File: src/rtl/rv32i_lsu_pkg.sv
// rv32i_lsu_pkg: funct3 codes, FSM state encoding and access-decode helpers
// shared by the load/store unit and its load-alignment datapath.
package rv32i_lsu_pkg;

  // Load funct3 codes
  localparam logic [2:0] F3_LB  = 3'b000;
  localparam logic [2:0] F3_LH  = 3'b001;
  localparam logic [2:0] F3_LW  = 3'b010;
  localparam logic [2:0] F3_LBU = 3'b100;
  localparam logic [2:0] F3_LHU = 3'b101;

  // Store funct3 codes
  localparam logic [2:0] F3_SB  = 3'b000;
  localparam logic [2:0] F3_SH  = 3'b001;
  localparam logic [2:0] F3_SW  = 3'b010;

  typedef enum logic [1:0] {
    ST_IDLE = 2'd0,
    ST_REQ  = 2'd1,
    ST_WAIT = 2'd2,
    ST_RESP = 2'd3
  } lsu_state_e;

  // Byte enables for an access of the size encoded in funct3[1:0] at a byte offset.
  function automatic logic [3:0] byte_enables(input logic [2:0] funct3,
                                              input logic [1:0] offset);
    logic [3:0] be;
    case (funct3[1:0])
      2'b00:   be = 4'b0001 << offset;
      2'b01:   be = 4'b0011 << offset;
      default: be = 4'b1111;
    endcase
    return be;
  endfunction

  // True when funct3 is a legal load/store code and the address is naturally aligned.
  function automatic logic access_ok(input logic       we,
                                     input logic [2:0] funct3,
                                     input logic [1:0] offset);
    logic legal;
    logic aligned;
    if (we) legal = (funct3 == F3_SB) || (funct3 == F3_SH) || (funct3 == F3_SW);
    else    legal = (funct3 == F3_LB) || (funct3 == F3_LH) || (funct3 == F3_LW) ||
                    (funct3 == F3_LBU) || (funct3 == F3_LHU);
    case (funct3[1:0])
      2'b00:   aligned = 1'b1;
      2'b01:   aligned = ~offset[0];
      default: aligned = (offset == 2'b00);
    endcase
    return legal && aligned;
  endfunction

  // Replicate store data across all lanes so the byte enables alone select the target.
  function automatic logic [31:0] store_lanes(input logic [2:0]  funct3,
                                              input logic [31:0] wdata);
    logic [31:0] lanes;
    case (funct3[1:0])
      2'b00:   lanes = {4{wdata[7:0]}};
      2'b01:   lanes = {2{wdata[15:0]}};
      default: lanes = wdata;
    endcase
    return lanes;
  endfunction

endpackage

File: src/rtl/rv32i_lsu_if.sv
// Handshake bundles of the load/store unit: the datapath-facing request/response
// side and the single-outstanding data-memory port.

interface rv32i_lsu_dp_if;
  logic        req_valid;
  logic        req_ready;
  logic        req_we;
  logic [2:0]  req_funct3;
  logic [31:0] req_addr;
  logic [31:0] req_wdata;
  logic        resp_valid;
  logic        resp_err;
  logic [31:0] resp_rdata;
  logic        busy;

  // Datapath drives requests
  modport master (
    output req_valid, req_we, req_funct3, req_addr, req_wdata,
    input  req_ready, resp_valid, resp_err, resp_rdata, busy
  );

  // Load/store unit serves them
  modport slave (
    input  req_valid, req_we, req_funct3, req_addr, req_wdata,
    output req_ready, resp_valid, resp_err, resp_rdata, busy
  );
endinterface

interface rv32i_lsu_mem_if;
  logic        mem_req;
  logic        mem_we;
  logic [31:0] mem_addr;
  logic [3:0]  mem_be;
  logic [31:0] mem_wdata;
  logic        mem_gnt;
  logic        mem_rvalid;
  logic [31:0] mem_rdata;

  // Load/store unit issues memory requests
  modport master (
    output mem_req, mem_we, mem_addr, mem_be, mem_wdata,
    input  mem_gnt, mem_rvalid, mem_rdata
  );

  // Data memory answers them
  modport slave (
    input  mem_req, mem_we, mem_addr, mem_be, mem_wdata,
    output mem_gnt, mem_rvalid, mem_rdata
  );
endinterface

File: src/rtl/rv32i_load_align.sv
// rv32i_load_align: moves the addressed byte/half of a loaded word down to bit 0
// and sign- or zero-extends it according to the load funct3.
module rv32i_load_align
  import rv32i_lsu_pkg::*;
(
  input  logic [31:0] i_rdata,
  input  logic [1:0]  i_offset,
  input  logic [2:0]  i_funct3,
  output logic [31:0] o_result
);

  logic [31:0] w_shifted;

  assign w_shifted = i_rdata >> {i_offset, 3'b000};

  // Extend the shifted lane by load type; anything else passes the full word
  always_comb begin
    o_result = w_shifted;
    case (i_funct3)
      F3_LB:   o_result = {{24{w_shifted[7]}}, w_shifted[7:0]};
      F3_LH:   o_result = {{16{w_shifted[15]}}, w_shifted[15:0]};
      F3_LBU:  o_result = {24'd0, w_shifted[7:0]};
      F3_LHU:  o_result = {16'd0, w_shifted[15:0]};
      default: o_result = w_shifted;
    endcase
  end

endmodule

File: src/rtl/rv32i_lsu.sv
// rv32i_lsu: RV32I load/store unit. Accepts one load/store at a time from the
// datapath, rejects illegal or misaligned accesses without touching memory, and
// drives a request/grant/rvalid memory port.
//
//   state | meaning
//   IDLE  | ready for a request
//   REQ   | mem_req held with stable address/data until mem_gnt
//   WAIT  | load granted, waiting for mem_rvalid
//   RESP  | one-cycle resp_valid pulse back to the datapath
module rv32i_lsu
  import rv32i_lsu_pkg::*;
(
  input  logic            clock,
  input  logic            reset_n,
  rv32i_lsu_dp_if.slave   dp,
  rv32i_lsu_mem_if.master mem
);

  lsu_state_e  r_state;
  logic        r_mem_req;
  logic        r_mem_we;
  logic [31:0] r_mem_addr;
  logic [3:0]  r_mem_be;
  logic [31:0] r_mem_wdata;
  logic [1:0]  r_offset;
  logic [2:0]  r_funct3;
  logic        r_resp_valid;
  logic        r_resp_err;
  logic [31:0] r_resp_rdata;

  logic        w_accept;
  logic        w_ok;
  logic [31:0] w_load_result;

  assign w_accept = dp.req_valid && (r_state == ST_IDLE);
  assign w_ok     = access_ok(dp.req_we, dp.req_funct3, dp.req_addr[1:0]);

  rv32i_load_align u_load_align (
    .i_rdata  (mem.mem_rdata),
    .i_offset (r_offset),
    .i_funct3 (r_funct3),
    .o_result (w_load_result)
  );

  // Transaction FSM with all outputs registered
  always_ff @(posedge clock or negedge reset_n) begin
    if (!reset_n) begin
      r_state      <= ST_IDLE;
      r_mem_req    <= 1'b0;
      r_mem_we     <= 1'b0;
      r_mem_addr   <= 32'd0;
      r_mem_be     <= 4'd0;
      r_mem_wdata  <= 32'd0;
      r_offset     <= 2'd0;
      r_funct3     <= 3'd0;
      r_resp_valid <= 1'b0;
      r_resp_err   <= 1'b0;
      r_resp_rdata <= 32'd0;
    end else begin
      r_resp_valid <= 1'b0;
      case (r_state)
        ST_IDLE: begin
          if (w_accept) begin
            if (!w_ok) begin
              r_resp_err   <= 1'b1;
              r_resp_valid <= 1'b1;
              r_state      <= ST_RESP;
            end else begin
              r_resp_err  <= 1'b0;
              r_mem_req   <= 1'b1;
              r_mem_we    <= dp.req_we;
              r_mem_addr  <= {dp.req_addr[31:2], 2'b00};
              r_mem_be    <= byte_enables(dp.req_funct3, dp.req_addr[1:0]);
              r_mem_wdata <= dp.req_we ? store_lanes(dp.req_funct3, dp.req_wdata) : 32'd0;
              r_offset    <= dp.req_addr[1:0];
              r_funct3    <= dp.req_funct3;
              r_state     <= ST_REQ;
            end
          end
        end
        ST_REQ: begin
          if (mem.mem_gnt) begin
            r_mem_req <= 1'b0;
            r_mem_we  <= 1'b0;
            if (r_mem_we) begin
              r_resp_valid <= 1'b1;
              r_state      <= ST_RESP;
            end else begin
              r_state <= ST_WAIT;
            end
          end
        end
        ST_WAIT: begin
          if (mem.mem_rvalid) begin
            r_resp_rdata <= w_load_result;
            r_resp_valid <= 1'b1;
            r_state      <= ST_RESP;
          end
        end
        ST_RESP: begin
          r_state <= ST_IDLE;
        end
        default: begin
          r_state <= ST_IDLE;
        end
      endcase
    end
  end

  assign dp.req_ready  = (r_state == ST_IDLE);
  assign dp.busy       = (r_state != ST_IDLE);
  assign dp.resp_valid = r_resp_valid;
  assign dp.resp_err   = r_resp_err;
  assign dp.resp_rdata = r_resp_rdata;

  assign mem.mem_req   = r_mem_req;
  assign mem.mem_we    = r_mem_we;
  assign mem.mem_addr  = r_mem_addr;
  assign mem.mem_be    = r_mem_be;
  assign mem.mem_wdata = r_mem_wdata;

endmodule

File: src/flat_wrapper.sv
// flat-port wrapper written by rule: the top's interface ports become plain ports
module rv32i_lsu_flat import rv32i_lsu_pkg::*;
  (clock, reset_n, dp_req_valid, dp_req_we, dp_req_funct3, dp_req_addr, dp_req_wdata, dp_req_ready, dp_resp_valid, dp_resp_err, dp_resp_rdata, dp_busy, mem_mem_req, mem_mem_we, mem_mem_addr, mem_mem_be, mem_mem_wdata, mem_mem_gnt, mem_mem_rvalid, mem_mem_rdata);
  rv32i_lsu_dp_if dp_i ();
  rv32i_lsu_mem_if mem_i ();
  input  logic clock;
  input  logic reset_n;
  input wire logic [$bits(dp_i.req_valid)-1:0] dp_req_valid;
  input wire logic [$bits(dp_i.req_we)-1:0] dp_req_we;
  input wire logic [$bits(dp_i.req_funct3)-1:0] dp_req_funct3;
  input wire logic [$bits(dp_i.req_addr)-1:0] dp_req_addr;
  input wire logic [$bits(dp_i.req_wdata)-1:0] dp_req_wdata;
  output wire logic [$bits(dp_i.req_ready)-1:0] dp_req_ready;
  output wire logic [$bits(dp_i.resp_valid)-1:0] dp_resp_valid;
  output wire logic [$bits(dp_i.resp_err)-1:0] dp_resp_err;
  output wire logic [$bits(dp_i.resp_rdata)-1:0] dp_resp_rdata;
  output wire logic [$bits(dp_i.busy)-1:0] dp_busy;
  output wire logic [$bits(mem_i.mem_req)-1:0] mem_mem_req;
  output wire logic [$bits(mem_i.mem_we)-1:0] mem_mem_we;
  output wire logic [$bits(mem_i.mem_addr)-1:0] mem_mem_addr;
  output wire logic [$bits(mem_i.mem_be)-1:0] mem_mem_be;
  output wire logic [$bits(mem_i.mem_wdata)-1:0] mem_mem_wdata;
  input wire logic [$bits(mem_i.mem_gnt)-1:0] mem_mem_gnt;
  input wire logic [$bits(mem_i.mem_rvalid)-1:0] mem_mem_rvalid;
  input wire logic [$bits(mem_i.mem_rdata)-1:0] mem_mem_rdata;
  assign dp_i.req_valid = dp_req_valid;
  assign dp_i.req_we = dp_req_we;
  assign dp_i.req_funct3 = dp_req_funct3;
  assign dp_i.req_addr = dp_req_addr;
  assign dp_i.req_wdata = dp_req_wdata;
  assign dp_req_ready = dp_i.req_ready;
  assign dp_resp_valid = dp_i.resp_valid;
  assign dp_resp_err = dp_i.resp_err;
  assign dp_resp_rdata = dp_i.resp_rdata;
  assign dp_busy = dp_i.busy;
  assign mem_mem_req = mem_i.mem_req;
  assign mem_mem_we = mem_i.mem_we;
  assign mem_mem_addr = mem_i.mem_addr;
  assign mem_mem_be = mem_i.mem_be;
  assign mem_mem_wdata = mem_i.mem_wdata;
  assign mem_i.mem_gnt = mem_mem_gnt;
  assign mem_i.mem_rvalid = mem_mem_rvalid;
  assign mem_i.mem_rdata = mem_mem_rdata;
  rv32i_lsu u_core (.clock(clock), .reset_n(reset_n), .dp(dp_i), .mem(mem_i));
endmodule
File: config.mk
export PLATFORM = sky130hd
export DESIGN_NAME = rv32i_lsu_flat
export DESIGN_NICKNAME = d
export VERILOG_FILES = /design/src/rtl/rv32i_lsu_pkg.sv /design/src/rtl/rv32i_lsu_if.sv /design/src/rtl/rv32i_load_align.sv /design/src/rtl/rv32i_lsu.sv /design/src/flat_wrapper.sv
export SDC_FILE = /design/constraint.sdc
export NUM_CORES = 1
export LEC_CHECK = 0
export CORE_ASPECT_RATIO = 1.4
export CORE_MARGIN = 2
export CORE_UTILIZATION = 44
export DETAILED_ROUTE_END_ITERATION = 8
export GPL_TIMING_DRIVEN = 0
export PLACE_DENSITY_LB_ADDON = 0.05
export SETUP_SLACK_MARGIN = 0.1
export SKIP_CTS_REPAIR_TIMING = 1
export SLEW_MARGIN = 30
export SYNTH_ARGS = -nofsm -noshare
export SYNTH_HDL_FRONTEND = slang
export SYNTH_SLANG_ARGS = --single-unit
export TNS_END_PERCENT = 50
File: constraint.sdc
create_clock -name clock -period 2.6 [get_ports clock]
set_input_delay 0.26 -clock clock [delete_from_list [all_inputs] [get_ports clock]]
set_output_delay 0.26 -clock clock [all_outputs]
set_load 0.005 [all_outputs]
## Word level (Yosys, flattened, before mapping)

Cells that the tools add are included.
W data, S select, Z words.

| cells by class | value |
|---|---|
| equality and inequality tests | 15 |
| shift operators | 3 |
| muxes and demuxes | 25 |
| bitwise gates (word level) | 1 |
| reductions and logical operators | 18 |

Operators with widths:

| operator | count |
|---|---|
| $pmux W32 S4 | 1 |
| $pmux W32 S2 | 1 |
| $mux W32 | 1 |
| $shr A32 B5 Y32 | 1 |
| $eq A3 B3 Y1 const B | 4 |
| $mux W1 | 12 |
| $mux W2 | 4 |
| $pmux W2 S4 | 1 |
| $pmux W4 S2 | 1 |
| $eq A3 B1 Y1 const B | 2 |
| $logic_not A2 Y1 | 3 |
| $logic_not A3 Y1 | 2 |
| $pmux W1 S2 | 3 |
| $reduce_and A3 Y1 | 2 |
| $eq A2 B1 Y1 const B | 2 |
| $eq A2 B2 Y1 const B | 2 |
| $logic_or A1 B1 Y1 | 4 |
| $ne A2 B1 Y1 const B | 2 |
| $ne A2 B2 Y1 const B | 2 |
| $reduce_and A2 Y1 | 2 |
| $reduce_and A4 Y1 | 1 |
| $reduce_bool A2 Y1 | 2 |
| $shl A1 B2 Y4 const A | 1 |
| $shl A2 B2 Y4 const A | 1 |
| 4 further kinds | 5 |

| storage, ports and cells | value |
|---|---|
| flip-flop bits (word level) | 109 |
| input port bits | 105 |
| output and inout port bits | 106 |
| logic and storage cells | 73 |

## Longest topological paths before layout

| depth | value |
|---|---|
| depth after elaboration | 10 |
| gate-level depth with buffers | 10 |

## Modules after synthesis

Synthesis repeated with hierarchy kept, for this count alone.

| second synthesis, totals | value |
|---|---|
| cell total of the unflattened synthesis | 481 |
| area, all modules | 5779.3 um^2 |

By module, submodules not included:

| module | instances | cells each | area an instance (um^2) | seq. area each (um^2) |
|---|---|---|---|---|
| rv32i_lsu | 1 | 374 | 5084.9 | 2727.6 |
| rv32i_load_align | 1 | 107 | 694.4 | 0.0 |

## Worst setup path after synthesis

Ideal clock, no wire load.

| timing path | value |
|---|---|
| kind | register -> register |
| start | reg u_core.r_offset[0] |
| end | reg u_core.r_resp_rdata[21] (netlist: u_core.dp.resp_rdata[21]) |
| library setup time | 0.126 ns |
| arrival | 1.789 ns |
| required time | 2.474 ns |
| setup slack | 0.685 ns |
| cell stages (with the launch flop) | 7 |
| buffers on the path | 2 |
| period minus slack after synthesis | 1.915 ns |
| path through | dfrtp_1 -> buf_6 -> mux2_1 -> mux4_2 -> nor4b_4 -> buf_6 -> a221o_1 |

| on the way | value |
|---|---|
| cells in the longest elaborated chain, start to end | 2 |

Ends and longest elaborated chain:

| item | RTL line | text |
|---|---|---|
| start: declaration | rv32i_lsu.sv:25 | `logic [1:0] r_offset;` |
| start signal: assignment | rv32i_lsu.sv:75 | `r_offset <= dp.req_addr[1:0];` |
| $shr A32 B5 Y32 | rv32i_load_align.sv:14 | `assign w_shifted = i_rdata >> {i_offset, 3'b000};` |
| $pmux W32 S4 | rv32i_load_align.sv:19 | `case (i_funct3)` |
| end signal: assignment | rv32i_lsu.sv:95 | `r_resp_rdata <= w_load_result;` |
| end: declaration | rv32i_lsu.sv:29 | `logic [31:0] r_resp_rdata;` |

No other way between the ends.
A chain may end at the register's enable or synchronous reset.

## Final worst setup path

| timing path | value |
|---|---|
| start | reg u_core.r_state[0] |
| end | out dp_busy |

| on the way | value |
|---|---|
| cells in the longest elaborated chain, start to end | 1 |

Ends and longest elaborated chain:

| item | RTL line | text |
|---|---|---|
| start: declaration | rv32i_lsu.sv:19 | `lsu_state_e r_state;` |
| start signal: assignment | rv32i_lsu.sv:48 | `r_state <= ST_IDLE;` |
| start signal: assignment | rv32i_lsu.sv:67 | `r_state <= ST_RESP;` |
| start signal: assignment | rv32i_lsu.sv:77 | `r_state <= ST_REQ;` |
| $reduce_bool A2 Y1 | rv32i_lsu.sv:111 | `assign dp.busy = (r_state != ST_IDLE);` |
| end: declaration | flat_wrapper.sv:17 | `output wire logic [$bits(dp_i.busy)-1:0] dp_busy;` |

No other way between the ends.

==> results.ini <==
[logic_synthesis]
yosysMostFrequentCell = dfrtp_1
synth.area.top_cells = dfrtp_1, mux2_2, nand2_1, mux2i_1, o21ai_0
avgSynthCellArea_sq_um = 11.0
synth_top_flop_cell = dfrtp_1
yosys_warnings = 0
synth_common_cells = dfrtp_1, nand2_1, mux2_2, o21ai_0, mux2i_1
yosysTopAreaCellShare = 0.519
netlist_instances = 479
synth_area_sq_mm = 0.00526
synth_seq_cells = 109
synth_edf_count = 0
ys_types = 42
synth_top_area_cell = dfrtp_1
async_reset_ff_frac = 1.00
seq_area_frac_synth = 0.519

[sta]
fin_crit_ps = 2250
fin_crit_sh = 0.867
setup_viol_count_final = 0
tightest_slew_ps = 699
fmax_mhz = 443
hold_violations = 0
finalClockSkew_ps = 6.52
slew_headroom = 0.532
rsz0062_at_grt = no
drv_slew = 0
fin_ws_ps = 345
fin_setup_tns_ps = 0

[layout]
diodes = 0
finalNetCount = 807
area_growth_pct = 48.8
layout-drive-gt1-share = 0.141
register_area_sq_mm = 0.00273
multiInputGateArea_sq_mm = 0.00229
fin_area_sq_mm = 0.00783
fillers = 968

[setup_path]
crit_path_start_kind = flip-flop
cp.arrival_ps = 1990
crit_required_ps = 2340
path_cells = inv_1, ha_1, clkbuf_1, inv_1, clkdlybuf4s50_1
cp-end-kind = primary output
cpMaxStageDelayCell = clkdlybuf4s50_1
cp_common_cell = inv_1
cpPeakStageDelay_ps = 480
worst-setup-path-type = reg -> out
crit_fanout = 8

[clock_network]
tritoncts = done
cts_buffer_depth = 2
clkLatencyLatePin_ps = 350
cts.sinks = 109
root_buffer = clkbuf_16
cts_buffers = 9
path_clk_slew_ps = 80
cts.htree.levels = 3

[global_routing]
grtUsageMet1 = 0.280
grt_pass1_wl_microns = 24200
grt_start_max_net_pins = 65
antenna_found_initial = 0
grt_use_met3 = 0.0577
top_usage_layer = met2
grt_pass1_vias = 4706
grt_util_all_layers = 0.246
overflow = 0
use_met2 = 0.440

[min_path]
min_path_type = in -> reg

[floorplanning]
die_h_microns = 133
dieArea_sq_mm = 0.0129
num_rows = 47
coreArea_sq_mm = 0.0118
ioPinCount = 211
start_util = 0.447
die_width_microns = 96.4

[routing]
first_pass_iters = 4
drc_errors = 0
drt-initial-drc-count = 146
drtAntennaViolNets = 0
routedWlPerCell_microns = 18.2
wl_microns = 15500
viasPerCell = 5.30
dr_total_vias = 4506

[power]
power.total_mw = 7.80
ir_drop_v = 0.000466
p_per_area_mw_per_mm2 = 997
leakagePower_nw = 3.34

[place]
postPlaceCellArea_sq_mm = 0.00753
dp_hpwl_microns = 12100
dp_slack_ps = 227
io_buffers = 205
gp_congestion = 0.893

[job]
drv_cap = 0

[run_status]
status = finished clean

-- power by group --
part	switching (mW)	internal [mW]	total, mW
Clock	0.666	0.667	1.33
Combinational	1.43	2.18	3.61
Sequential	0.418	2.44	2.85
Total	2.52	5.28	7.80
-- through the flow --
| step | util | hold WS, ps | instances |
|---|---|---|---|
| finish | 0.665 | 388 | 850 |
| global route | 0.665 | 422 | 850 |
| CTS | 0.664 | -72.4 | 849 |
| detailed placement | 0.640 | 303 | 833 |
| global placement | 0.637 | 461 | 832 |
| floorplan | - | -35.6 | 480 |
-- sequential cells by signal, indices dropped and copies added, names as in the netlist --
signal	count
u_core.dp.resp_err	1
u_core.r_funct3	3
u_core.mem.mem_we	1
u_core.dp.resp_valid	1
u_core.mem.mem_req	1
u_core.dp.resp_rdata	32
u_core.r_offset	2
u_core.mem.mem_be	4
u_core.mem.mem_addr	30
u_core.r_state	2
u_core.mem.mem_wdata	32
-- final timing paths --
| path | from | endpoint | slack (ps) | cells after the start |
|---|---|---|---|---|
| hold reg to reg | u_core.mem.mem_be[2]$_DFFE_PN0P_ | u_core.mem.mem_be[2]$_DFFE_PN0P_ | 480 | 1 |
| hold / removal | dp_req_we | u_core.mem.mem_wdata[24]$_DFFE_PN0P_ | 390 | 3 |
| setup reg to reg | u_core.r_state[0]$_DFFE_PN0P_ | u_core.dp.resp_rdata[24]$_DFFE_PN0P_ | 360 | 7 |
| setup / recovery | u_core.r_state[0]$_DFFE_PN0P_ | dp_busy | 350 | 5 |
| max in group asynchronous | reset_n | u_core.mem.mem_addr[6]$_DFFE_PN0P_ | 1470 | 3 |
| min in group asynchronous | reset_n | u_core.dp.resp_rdata[12]$_DFFE_PN0P_ | 470 | 2 |
-- critical path: cells and delay by family (launching register included) --
family	cells	cell delay, ps
buf+inv	4	1050
flops	1	410
fa+ha+maj	1	190
-- area by class of cell --
class / count / area share
plain buffers: 38 / 0.0288
clock inverters: 7 / 0.00736
inverters: 6 / 0.00288
repair buffers: 207 / 0.267
flip-flops and latches: 109 / 0.349
multi-input cells: 327 / 0.293
clock buffers: 9 / 0.0288
well taps: 147 / 0.0235
-- logic make-up after synthesis --
| family | share of synthesized area |
|---|---|
| AOI/OAI and AO/OA | 0.142 |
| muxes | 0.182 |
| DFF | 0.519 |
| other | 0.000713 |
| buffers and inverters | 0.0471 |
| adders and majority gates | 0.00952 |
| and+or+nand+nor | 0.100 |
-- metal layers --
metal | up-vias | wire, microns
li1 | 2144 | -
met1 | 2167 | 5720
met2 | 174 | 8260
met3 | 21 | 1100
met4 | 0 | 413
met5 | - | 0
-- placed cells by master, fill, tap and decap left out, drive strengths merged, types with 2 or more instances in the layout --
cell type / n
a2111oi: 2
a21o: 3
a21oi: 21
a221o: 19
a31oi: 2
buf: 21
clkbuf: 28
clkdlybuf4s50: 204
clkinv: 4
conb: 2
dfrtp: 109
ha: 4
inv: 8
mux2: 62
mux2i: 23
nand2: 87
nand2b: 2
nor2: 18
nor2b: 4
o211ai: 10
o21ai: 44
o2bb2ai: 8
(Power assumes the default switching activity.)
